$ cat config.mk
export PLATFORM = sky130hd
export DESIGN_NAME = whack_input_decoder
export DESIGN_NICKNAME = d
export VERILOG_FILES = /design/src/rtl/whack_pkg.sv /design/src/rtl/btn_debounce.sv /design/src/rtl/whack_input_decoder.sv
export SDC_FILE = /design/constraint.sdc
export NUM_CORES = 1
export LEC_CHECK = 0
export BUFFER_PORTS_ARGS = -buffer_cell sky130_fd_sc_hd__buf_2
export CAP_MARGIN = 25
export CORE_UTILIZATION = 25
export DETAILED_ROUTE_END_ITERATION = 7
export HOLD_SLACK_MARGIN = 0.15
export SLEW_MARGIN = 40
export SYNTH_ARGS = -nofsm -noshare
export SYNTH_HDL_FRONTEND = slang
export SYNTH_SLANG_ARGS = --single-unit
$ cat constraint.sdc
create_clock -name clk -period 4 [get_ports clk]
set_input_delay 0.4 -clock clk [delete_from_list [all_inputs] [get_ports clk]]
set_output_delay 0.4 -clock clk [all_outputs]
set_load 0.005 [all_outputs]
$ cat src/rtl/whack_pkg.sv
// Shared constants, FSM encoding and small encode helpers for the whack-a-mole input path.
package whack_pkg;

  localparam int NUM_HOLES        = 8;
  localparam int HOLE_IDX_W       = 3;
  localparam int DEBOUNCE_MAX_DEF = 1000000;  // 20 ms at 50 MHz
  localparam int CNT_W_DEF        = 20;

  // IDLE accepts a new whack; LOCK waits for every button to be released.
  typedef enum logic {
    IDLE = 1'b0,
    LOCK = 1'b1
  } fsm_state_e;

  // Index of the lowest set bit; lowest hole wins on simultaneous presses.
  function automatic logic [HOLE_IDX_W-1:0] lowest_set_idx(input logic [NUM_HOLES-1:0] v);
    logic [HOLE_IDX_W-1:0] idx;
    idx = '0;
    for (int i = NUM_HOLES - 1; i >= 0; i--) begin
      if (v[i]) idx = HOLE_IDX_W'(i);
    end
    return idx;
  endfunction

  // True when two or more bits are set (clearing the lowest set bit leaves something).
  function automatic logic more_than_one(input logic [NUM_HOLES-1:0] v);
    return (v & (v - NUM_HOLES'(1))) != '0;
  endfunction

endpackage

$ cat src/rtl/btn_debounce.sv
// One button: two-flop synchroniser followed by a change-qualifying debounce counter.
// The counter clears at DEBOUNCE_MAX-1, so it never wraps provided 2**CNT_W > DEBOUNCE_MAX.
module btn_debounce
  import whack_pkg::*;
#(
  parameter int DEBOUNCE_MAX = DEBOUNCE_MAX_DEF,
  parameter int CNT_W        = CNT_W_DEF
) (
  input  logic clk_i,
  input  logic rst_ni,
  input  logic btn_i,
  output logic stable_o
);

  localparam logic [CNT_W-1:0] CNT_LAST = CNT_W'(DEBOUNCE_MAX - 1);

  logic             meta_q;
  logic             sync_q;
  logic             stable_q;
  logic             stable_d;
  logic [CNT_W-1:0] cnt_q;
  logic [CNT_W-1:0] cnt_d;

  // Accept a new level only after it has differed from the stable level for DEBOUNCE_MAX cycles.
  always_comb begin
    cnt_d    = '0;
    stable_d = stable_q;
    if (sync_q != stable_q) begin
      if (cnt_q == CNT_LAST) begin
        stable_d = sync_q;
      end else begin
        cnt_d = cnt_q + CNT_W'(1);
      end
    end
  end

  // Synchroniser, counter and stable level registers.
  always_ff @(posedge clk_i or negedge rst_ni) begin
    if (!rst_ni) begin
      meta_q   <= 1'b0;
      sync_q   <= 1'b0;
      stable_q <= 1'b0;
      cnt_q    <= '0;
    end else begin
      meta_q   <= btn_i;
      sync_q   <= meta_q;
      stable_q <= stable_d;
      cnt_q    <= cnt_d;
    end
  end

  assign stable_o = stable_q;

endmodule

$ cat src/rtl/whack_input_decoder.sv
// Whack-a-mole input decoder: debounces 8 buttons, detects press edges and emits one
// registered whack event (index, hit/miss, multi-press) per press, then locks out until
// all buttons are released.
//
// Event interface: press_valid is a single-cycle pulse with no back-pressure (no ready);
// press_idx, hit, miss and multi_press are meaningful only in the cycle press_valid is high,
// except press_idx which holds the last accepted index until the next event or reset.
module whack_input_decoder
  import whack_pkg::*;
#(
  parameter int DEBOUNCE_MAX = DEBOUNCE_MAX_DEF,
  parameter int CNT_W        = CNT_W_DEF
) (
  input  logic                  clk,
  input  logic                  reset,
  input  logic [NUM_HOLES-1:0]  button,
  input  logic [HOLE_IDX_W-1:0] mole_pos,
  input  logic                  mole_active,
  output logic                  press_valid,
  output logic [HOLE_IDX_W-1:0] press_idx,
  output logic                  hit,
  output logic                  miss,
  output logic                  multi_press,
  output logic [NUM_HOLES-1:0]  stable_btn
);

  fsm_state_e            state_q;
  logic [NUM_HOLES-1:0]  stable_dly_q;
  logic [NUM_HOLES-1:0]  rise;
  logic [HOLE_IDX_W-1:0] sel_idx;
  logic                  judged_hit;
  logic                  press_valid_q;
  logic [HOLE_IDX_W-1:0] press_idx_q;
  logic                  hit_q;
  logic                  miss_q;
  logic                  multi_press_q;

  for (genvar g = 0; g < NUM_HOLES; g++) begin : g_deb
    btn_debounce #(
      .DEBOUNCE_MAX (DEBOUNCE_MAX),
      .CNT_W        (CNT_W)
    ) u_deb (
      .clk_i    (clk),
      .rst_ni   (reset),
      .btn_i    (button[g]),
      .stable_o (stable_btn[g])
    );
  end

  // Debounced levels delayed one cycle for rising-edge detection.
  always_ff @(posedge clk or negedge reset) begin
    if (!reset) begin
      stable_dly_q <= '0;
    end else begin
      stable_dly_q <= stable_btn;
    end
  end

  // Press edges, priority pick and hit judgement against the mole seen this cycle.
  always_comb begin
    rise       = stable_btn & ~stable_dly_q;
    sel_idx    = lowest_set_idx(rise);
    judged_hit = mole_active && (sel_idx == mole_pos);
  end

  // Accept/lockout FSM with registered event outputs; pulses default low every cycle.
  always_ff @(posedge clk or negedge reset) begin
    if (!reset) begin
      state_q       <= IDLE;
      press_valid_q <= 1'b0;
      press_idx_q   <= '0;
      hit_q         <= 1'b0;
      miss_q        <= 1'b0;
      multi_press_q <= 1'b0;
    end else begin
      press_valid_q <= 1'b0;
      hit_q         <= 1'b0;
      miss_q        <= 1'b0;
      multi_press_q <= 1'b0;
      case (state_q)
        IDLE: begin
          if (rise != '0) begin
            press_valid_q <= 1'b1;
            press_idx_q   <= sel_idx;
            hit_q         <= judged_hit;
            miss_q        <= !judged_hit;
            multi_press_q <= more_than_one(rise);
            state_q       <= LOCK;
          end
        end
        LOCK: begin
          if (stable_btn == '0) state_q <= IDLE;
        end
        default: state_q <= IDLE;
      endcase
    end
  end

  assign press_valid = press_valid_q;
  assign press_idx   = press_idx_q;
  assign hit         = hit_q;
  assign miss        = miss_q;
  assign multi_press = multi_press_q;

endmodule

Yosys cells after proc, flatten, opt, wreduce, memory -nomap -nowiden
Cells that the tools add are included.
{"block": "classes", "addsub": 9, "eq_ne": 17, "n_mux": 34, "bitwise_logic": 4, "reduce_logical": 14}
{"op": "2-to-1 mux 20 bit", "count": 16}
{"op": "adder 20 x 1 -> 20 bit, second input constant", "count": 8}
{"op": "equality test 20 bit, second input constant", "count": 8}
{"op": "2-to-1 mux 3 bit", "count": 8}
{"op": "AND reduction 2 bit", "count": 9}
{"op": "bitwise AND 8 bit", "count": 2}
{"op": "nonzero test 8 bit", "count": 2}
{"op": "2-to-1 mux 1 bit", "count": 9}
{"op": "logical NOT 8 bit", "count": 1}
{"op": "inequality test 1 bit", "count": 8}
{"op": "NOT 8 bit", "count": 1}
{"op": "subtractor 8 x 1 -> 8 bit, second input constant", "count": 1}
{"op": "equality test 3 bit", "count": 1}
{"op": "one-hot mux 1 bit (2 select lines)", "count": 1}
{"op": "logical AND 1 bit", "count": 1}
{"op": "logical NOT 1 bit", "count": 1}
{"op": "NOT 1 bit", "count": 1}
{"block": "totals", "ff_bits": 200, "input_bits": 14, "out_inout_bits": 15, "word_cells": 117}

Longest topological paths before layout
Gate-level depths: netlist of the first run.
{"block": "depth", "depth_word": 15, "ltp_mapped": 8, "depth_no_buf": 6}

Hierarchy
A second synthesis of the first run with hierarchy kept.
{"block": "hier_totals", "cells_unflattened": 950, "area_unflattened_um2": 9719.3}
{"mod": "btn_debounce", "instances": 8, "cells_each": 110, "area_per_inst_um2": 1108.6, "seq_area_each_um2": 575.6}
{"mod": "whack_input_decoder", "instances": 1, "cells_each": 70, "area_per_inst_um2": 850.8, "seq_area_each_um2": 400.4}

Worst setup path after synthesis of the first run
Ideal clock, no wire load.
{"block": "synth_path", "path_type": "reg2reg", "from": "register g_deb[2].u_deb.cnt_q[0]", "to": "register g_deb[2].u_deb.cnt_q[12]", "setup_ns": 0.119, "arrival_ns": 1.620, "required_ns": 3.881, "slack_ns": 2.262, "path_stages_with_launch": 9, "n_path_buf": 2, "period_less_slack_ns": 1.738, "path_cell_list": "dfrtp_1 -> ha_1 -> inv_1 -> or3_4 -> nor3_2 -> or2_1 -> buf_4 -> buf_6 -> nor2_1"}
{"block": "synth_via", "elab_chain_len": 3, "word_cells_on_any_way": 4, "classes_between": "add/sub (1); eq/ne (1); mux (2)"}
{"element": "from (decl)", "line_no": "btn_debounce.sv:21", "source": "logic [CNT_W-1:0] cnt_q;"}
{"element": "from (signal assigned)", "line_no": "btn_debounce.sv:48", "source": "cnt_q <= cnt_d;"}
{"element": "adder 20 x 1 -> 20 bit / equality test 20 bit (equally long branches)", "line_no": "btn_debounce.sv:32, btn_debounce.sv:29"}
{"element": "2-to-1 mux 20 bit (*)", "line_no": "btn_debounce.sv:29", "source": "if (cnt_q == CNT_LAST) begin"}
{"element": "2-to-1 mux 20 bit (*)", "line_no": "btn_debounce.sv:28", "source": "if (sync_q != stable_q) begin"}
{"element": "via g_deb[2].u_deb.cnt_d[12]", "line_no": "btn_debounce.sv:22", "source": "logic [CNT_W-1:0] cnt_d;"}
Mark *: on every way through the listed nets, which the timed path passes. The rest lies on a longest branch.
A chain may end at the register's enable or synchronous reset.

Worst setup path after layout of the first run
{"block": "layout_path", "from": "register g_deb[7].u_deb.cnt_q[0]", "to": "register g_deb[7].u_deb.cnt_q[2]"}
{"block": "layout_via", "elab_chain_len": 3, "word_cells_on_any_way": 4, "classes_between": "add/sub (1); eq/ne (1); mux (2)"}
{"element": "from (decl)", "line_no": "btn_debounce.sv:21"}
{"element": "from (signal assigned)", "line_no": "btn_debounce.sv:48"}
{"element": "adder 20 x 1 -> 20 bit / equality test 20 bit (equally long branches)", "line_no": "btn_debounce.sv:32, btn_debounce.sv:29"}
{"element": "2-to-1 mux 20 bit (*)", "line_no": "btn_debounce.sv:29"}
{"element": "2-to-1 mux 20 bit (*)", "line_no": "btn_debounce.sv:28"}
{"element": "via g_deb[7].u_deb.cnt_d[2]", "line_no": "btn_debounce.sv:22"}
Marks and branches as above.

==> summary.txt, run 1 <==
Status - completed
Global Route Usage Sum - 9.34%
M1 GR Usage - 12.2%
Via count of the first global-routing pass - 6052
Worst-margin pin slew - 0.751 ns
Post-synth net total - 924
Max Slew Vio Count - 0
Post-layout power - 3.93 mW
Tightest Hold Check Type - in2reg
Endpoint kind of the worst setup timing path - flop
Number of library cell types mapped by synthesis - 47
Worst skew pair latency - 0.44 ns
Vias per Instance - 4.35
Clock slew at reported path FFs - 0.08 ns
Setup violations, final - 0
Chain of cells forming the critical path - ha_1 > nand4_1 > or2_1 > nor4_2 > or2_2 > nor2_1
Synth Cell Area - 9260 um^2
Synth Area in Adders - 1.19%
Buffer type at the clock tree root - clkbuf_16
Final Critical Period - 2.13 ns
Static Leak - 4.58 nW
Pin count of the biggest net entering global routing - 101
Number of buffers added to fix hold violations after cts - 9
Die height - 195 um
Total half-perimeter wirelength after legalization and detailed placement - 11.2 mm
Worst-path fanout max - 20
Gpl congestion - 0.773
Number of buffers created by CTS - 17
Count of flip-flops with a built-in enable after synthesis - 0
Count of warnings emitted by yosys - 0
Initial Utilization - 25.4%
Met2 global-route usage - 15.1%
Synthesized instance count - 902
Total negative slack - 0 ns
Longest Clk Path Bufs - 2
Placement row count - 70
# DRC - 0
Total area of multi-input combinational cells - 4000 um^2
Detailed-routing iteration count for the pre-antenna-repair pass - 4
Synthesis-stage register bit count - 200
Global-route wire length before repair - 29.0 mm
Critical path data required time - 4.31 ns
Worst-case headroom to the max-slew limit - 49.9%
R2r worst-path depth - 6
Sequential share of the synthesized area - 54.0%
Total via count in the routed design - 6157
Portion of netlist area occupied by mux cells - 0.959%
Count of cells along the worst hold path - 3
Signed area change from the synthesized netlist to the final layout - 14.0%
Async set-or-reset flop fraction in the synthesized netlist - 100%
# fillers - 3734
Register cell area after layout - 5000 um^2
Area share of and/or/nand/nor cells after synthesis - 25.1%
Quantity of gates resized following cts - 0
First-iteration detailed-routing DRC count - 305
Met3 demand-to-capacity share in global routing - 2.08%
Critical-path cell with the highest stage delay - dfrtp_1
Largest voltage drop on the vdd net - 0.000227 V
Worst hold path endpoint - miss
Reg2Reg Launch Point - g_deb[7].u_deb.cnt_q[0]
Post-route ant nets - 0
Fin crit share - 53.2%
Setup slack on the worst flop-to-flop path - 1.87 ns
Max-cap check violation count - 0
CP Launch Type - flop
Worst path arrival time - 2.44 ns
Overall overflow remaining after global route - 0
Setup skew after layout - 0.0160 ns
Unrepaired setup endpoints after global routing - no
Sinks on the clock net - 200
CTS tree - done
Post-synthesis average cell area - 10.3 um^2
Hold Path Origin - mole_pos[0]
Ys flop type - dfrtp_1
Antenna violations before repair - 0
DRT Wirelength - 16.8 mm
Layer with the highest usage - met2
Post-detailed-route wirelength per cell - 11.9 um
Max stage delay on crit path - 0.40 ns
Buffers inserted during post-CTS setup optimization - 0
Count of buffers inserted at the top-level ports - 28
Layout Nets - 958
Antenna diode count - 0
Area fraction in compound gates after synthesis - 1.35%
H-tree level count - 4
Chip width - 195 um
Layout cells sized above 1 - 8.96%
Number of primary I/O pins - 29
Worst Path Class, Setup - reg2reg
Pwr/cell area - 372 nW/um^2
Maximum operating frequency - 0.470 GHz
Combinational family with the most area after synthesis - simple AND/OR/NAND/NOR gates
Placeable core region - 36500 um^2
Overall die area - 37800 um^2
Utilization of the core after routing - 28.9%
Final count of hold timing violations - 0
End of the worst register-to-register path - g_deb[7].u_deb.cnt_q[2]
Synth Area in XOR/XNOR - 14.6%
## final cells by class
cell class / instances / area share, %
clock buffers: 18 / 4.16
clock inverters: 14 / 1.54
inverters: 20 / 0.711
multi-input cells: 657 / 37.9
flip-flops and latches: 200 / 47.4
well taps: 468 / 5.55
repair buffers: 40 / 2.80
## layer usage
layer / wire [um] / vias to the layer above
li1: - / 3088
met1: 8250 / 3002
met2: 7900 / 53
met3: 456 / 14
met4: 232 / 0
met5: 0 / -
## through the flow
stage	area (um^2)	setup slack [ns]	std cells	hold slack [ns]
after floorplan	9260	2.26	902	0.104
after global placement	9840	1.93	1375	0.334
after detailed placement	9840	1.82	1375	0.336
after CTS	10500	1.81	1416	0.276
after global routing	10600	1.64	1417	0.274
final	10600	1.87	1417	0.289
## placed cells by master (no fill, tap or decap), types with 2 or more instances in the layout
master	n
dfrtp_1	200
nor2_1	185
xor2_1	96
nand3_1	63
nand2_1	59
xnor2_1	58
and3_1	32
nand4_1	30
buf_2	27
inv_1	20
nor3_1	19
clkbuf_16	17
nor4_1	10
nand2b_1	10
and4_1	10
dlygate4sd3_1	9
a21oi_1	8
ha_1	8
and2_1	7
mux2_2	7
nor4_2	6
o21ai_0	5
or2_1	4
or2_2	4
nand4b_1	4
nor4bb_1	4
nor2b_1	4
nor4b_1	3
or4_1	3
inv_6	3
clkinv_8	3
a31oi_1	2
clkinv_2	2
inv_8	2
clkinv_4	2
## cells by family after synthesis
| family | after synthesis |
|---|---|
| xor+xnor | 154 |
| flops | 200 |
| fa+ha+maj | 9 |
| simple gates | 465 |
| buf+inv | 45 |
| compound gates | 21 |
| mux | 8 |
## cell usage after synthesis, types with 2 or more instances
library cell,count,area [um^2]
and4_1,10,87.6
inv_1,20,75.1
nor4_2,6,75.1
nand3_1,63,315
nand2_1,59,221
dfrtp_1,200,5000
or2_1,4,25.0
a21oi_1,8,40.0
nor4bb_1,4,40.0
o21ai_0,5,25.0
or4_1,3,22.5
buf_4,15,113
a31oi_1,2,12.5
nand4b_1,4,35.0
buf_2,5,25.0
mux2_2,7,78.8
nor3_1,19,95.1
or2_2,4,25.0
nor4_1,10,62.6
buf_6,4,45.0
nor4b_1,3,26.3
xor2_1,96,841
nor2_1,185,694
nand2b_1,10,62.6
xnor2_1,58,508
nand4_1,30,188
and2_1,7,43.8
nor2b_1,4,25.0
ha_1,8,100
and3_1,32,200
## flip-flops by register name, indices dropped and copies added, names as in the netlist
register / flops
press_valid: 1
state_q: 1
g_deb.u_deb.sync_q: 8
multi_press: 1
stable_dly_q: 8
miss: 1
g_deb.u_deb.meta_q: 8
g_deb.u_deb.stable_o: 8
press_idx: 3
g_deb.u_deb.cnt_q: 160
hit: 1
## worst max-delay path by stage
stage                            startpoint                  endpoint  slack [ns]  depth (start not counted)
finish              g_deb[7].u_deb.cnt_q[0]   g_deb[7].u_deb.cnt_q[2]        1.87                          6
global route        g_deb[0].u_deb.cnt_q[0]  g_deb[0].u_deb.cnt_q[12]        1.64                          6
CTS                 g_deb[0].u_deb.cnt_q[0]  g_deb[0].u_deb.cnt_q[12]        1.81                          6
detailed placement  g_deb[0].u_deb.cnt_q[0]  g_deb[0].u_deb.cnt_q[12]        1.82                          6
global placement    g_deb[7].u_deb.cnt_q[0]   g_deb[7].u_deb.cnt_q[3]        1.93                          6
floorplan           g_deb[2].u_deb.cnt_q[0]  g_deb[2].u_deb.cnt_q[12]        2.26                          8
## critical path: cells and delay by family (launching register included)
| kind | cells | cell delay, ns |
|---|---|---|
| fa+ha+maj | 1 | 0.24 |
| flops | 1 | 0.40 |
| simple gates | 5 | 1.36 |
## power breakdown
group	leakage [nW]	internal, mW	switching, mW
sequential	2.74	2.05	0.0256
clock	0.293	0.906	0.819
combinational	1.55	0.0425	0.0902
total	4.58	3.00	0.935
(Power assumes the default switching activity.)
==> run 2, diff against run 1 <==
==> constraint.sdc (replaced) <==
create_clock -name clk -period 2.2 [get_ports clk]
set_input_delay 0.22 -clock clk [delete_from_list [all_inputs] [get_ports clk]]
set_output_delay 0.22 -clock clk [all_outputs]
set_load 0.005 [all_outputs]
==> run 2 against run 1 <==
Hold slack got worse by 0.088 ns. Clock skew decreased by 0.0090 ns. Flip-flop and latch count unchanged. Combinational power increased by 86%. Utilization increased by 0.44 points. Critical path depth unchanged.
==> summary.txt, run 2 (synthesis gave the netlist of run 1 again) <==
Status - completed
CTS tree - done
Overall die area - 37800 um^2 (unchanged)
Buffers inserted during post-CTS setup optimization - 0 (unchanged)
Reg2Reg Launch Point - g_deb[7].u_deb.cnt_q[0]
Commonest cells after routing, fill and taps aside - dfrtp_1, nor2_1, xor2_1
Number of placed instances with taps included - 1393 (+1.3%)
Longest Clk Path Bufs - 2 (unchanged)
Sinks on the clock net - 200 (unchanged)
End of the worst register-to-register path - g_deb[7].u_deb.cnt_q[6]
Final count of hold timing violations - 0 (unchanged)
CP Launch Type - flop
Quantity of gates resized following cts - 0 (unchanged)
Placeable core region - 36500 um^2 (unchanged)
Total half-perimeter wirelength after legalization and detailed placement - 11.8 mm (+5.7%)
Internal power contribution - 5.54 mW (+85%)
Fin crit share - 92.9% (+40 points)
Initial Utilization - 25.4% (unchanged)
Setup skew after layout - 0.00697 ns (-0.00903 ns)
Unrepaired setup endpoints after global routing - no
Most flops, register - g_deb.u_deb.cnt_q
Tightest Hold Check Type - in2reg
Overall overflow remaining after global route - 0 (unchanged)
Met3 demand-to-capacity share in global routing - 2.41% (+0.33 points)
Signed area change from the synthesized netlist to the final layout - 15.7%
Worst Path Class, Setup - reg2reg
Layer with the highest usage - met2
Maximum operating frequency - 0.489 GHz (+4.0%)
Die height - 195 um (unchanged)
Setup slack on the worst flop-to-flop path - 0.16 ns (-1.72 ns)
Static Leak - 4.69 nW (+2.3%)
CP startpoint - g_deb[7].u_deb.cnt_q[0]
Layout cells sized above 1 - 10.5% (+1.6 points)
Count of buffers inserted at the top-level ports - 28 (unchanged)
Max Slew Vio Count - 0 (unchanged)
Number of flip-flops under the largest register name - 160 (unchanged)
R2r worst-path depth - 6 (unchanged)
Clock slew at reported path FFs - 0.07 ns (about the same)
Global-route wire length before repair - 30.4 mm (+4.7%)
Post-detailed-route wirelength per cell - 12.1 um (+1.4%)
Number of non-filler instances in the completed layout - 1436 (+1.3%)
Worst hold path endpoint - miss
Worst-path fanout max - 20 (unchanged)
Worst skew pair latency - 0.43 ns (about the same)
Number of buffers created by CTS - 17 (unchanged)
Worst path arrival time - 2.34 ns (-0.10 ns)
Layout Nets - 977 (+2.0%)
Count of cells along the worst hold path - 4 (+1)
Sequential Power Share - 52.1% (-0.6 points)
Total negative slack - 0 ns (unchanged)
Critical path data required time - 2.50 ns (-1.81 ns)
Placement row count - 70 (unchanged)
Antenna diode count - 0 (unchanged)
Number of primary I/O pins - 29 (unchanged)
Final Critical Period - 2.04 ns (-0.0827 ns)
Finished Cell Area - 10700 um^2 (+1.5%)
DRT Wirelength - 17.3 mm (+2.8%)
Worst-case headroom to the max-slew limit - 57.9% (+8.0 points)
M1 GR Usage - 12.8% (+0.60 points)
Max-cap check violation count - 0 (unchanged)
First-iteration detailed-routing DRC count - 270 (-11%)
Largest voltage drop on the vdd net - 0.000439 V (+93%)
Buffer type at the clock tree root - clkbuf_16
H-tree level count - 4 (unchanged)
Vias per Instance - 4.33 (-0.38%)
Sw frac - 23.5% (-0.31 points)
Most common library cell in the layout ignoring fill and taps - dfrtp_1
Worst-margin pin slew - 0.626 ns (-0.125 ns)
Antenna violations before repair - 0 (unchanged)
Hold Path Origin - mole_pos[2]
Chip width - 195 um (unchanged)
Setup violations, final - 0 (unchanged)
Detailed-routing iteration count for the pre-antenna-repair pass - 4 (unchanged)
Gpl congestion - 0.774 (+0.13%)
Combinational Power Share - 3.4% (about the same)
Via count of the first global-routing pass - 6251 (+3.3%)
Pin count of the biggest net entering global routing - 68 (-33%)
Endpoint kind of the worst setup timing path - flop
Total via count in the routed design - 6216 (+0.96%)
Switch Pwr - 1.70 mW (+82%)
Part of the total power dissipated in the clock network - 44.5% (+0.6 points)
Global Route Usage Sum - 9.72% (+0.38 points)
# DRC - 0 (unchanged)
Met2 global-route usage - 15.6% (+0.48 points)
Placement Cell Area - 10000 um^2 (+1.6%)
Pwr/cell area - 675 nW/um^2 (+81%)
Utilization of the core after routing - 29.3% (+0.44 points)
Post-route ant nets - 0 (unchanged)
-- run 2: changes by cell type in the layout (fill, tap and decap cells not counted), moves of 2 or more --
cell | before | now
buf_12 | 1 | 3
buf_4 | 1 | 17
clkinv_2 | 2 | 0
clkinv_4 | 2 | 4
clkinv_8 | 3 | 1
dlygate4sd3_1 | 9 | 11
inv_6 | 3 | 7
-- run 2: worst max-delay path: stages, from the launching register on --
cell and delay (ns):
dfrtp_1 0.38, ha_1 0.21, nand4_1 0.17, or2_1 0.30, nor4_2 0.32, or2_2 0.41
nor2_1 0.13
-- run 2: power by group through the flow --
stage,sequential (mW),combinational (mW),clock [mW]
finish,3.77,0.248,3.22
detailed placement,3.84,0.243,0
global placement,3.84,0.238,0
CTS,3.77,0.259,3.31
floorplan,3.83,0.128,0
global route,3.78,0.293,3.47
-- run 2: worst max path at each step --
stage	endpoint	slack (ns)	cells past startpoint
floorplan	g_deb[2].u_deb.cnt_q[12]	0.46	8
global placement	g_deb[7].u_deb.cnt_q[3]	0.26	6
detailed placement	g_deb[7].u_deb.cnt_q[6]	0.16	6
CTS	g_deb[7].u_deb.cnt_q[6]	0.14	6
global route	g_deb[7].u_deb.cnt_q[6]	0.02	6
finish	g_deb[7].u_deb.cnt_q[6]	0.16	6
-- run 2: what timing repair did --
item | 4_1_cts | 5_1_grt
endpoints found under the hold margin | 74 | 0
setup endpoints to repair | 0 | 0
hold buffers | 11 | 0
-- run 2: layer usage --
layer,up-vias,routed length (um)
met5,-,0
met4,0,295
met3,22,568
met2,45,7930
met1,3031,8520
li1,3118,-
-- run 2: area by class of cell --
class                      instances  area [um^2]
clock buffer                      17          425
sequential                       200         5000
tap                              468          586
multi-input combinational        657         4000
clock inverter                    15          184
fill                            3724        25800
inverter                          20         75.1
timing repair buffer              59          447
-- run 2: through the flow --
step                worst slack [ns]  total power, mW  hold WS [ns]
floorplan                      0.462             3.96       -0.0756
global placement               0.258             4.08         0.257
detailed placement             0.155             4.08         0.265
CTS                            0.139             7.33         0.187
global route                  0.0165             7.54         0.217
finish                         0.155             7.23         0.201
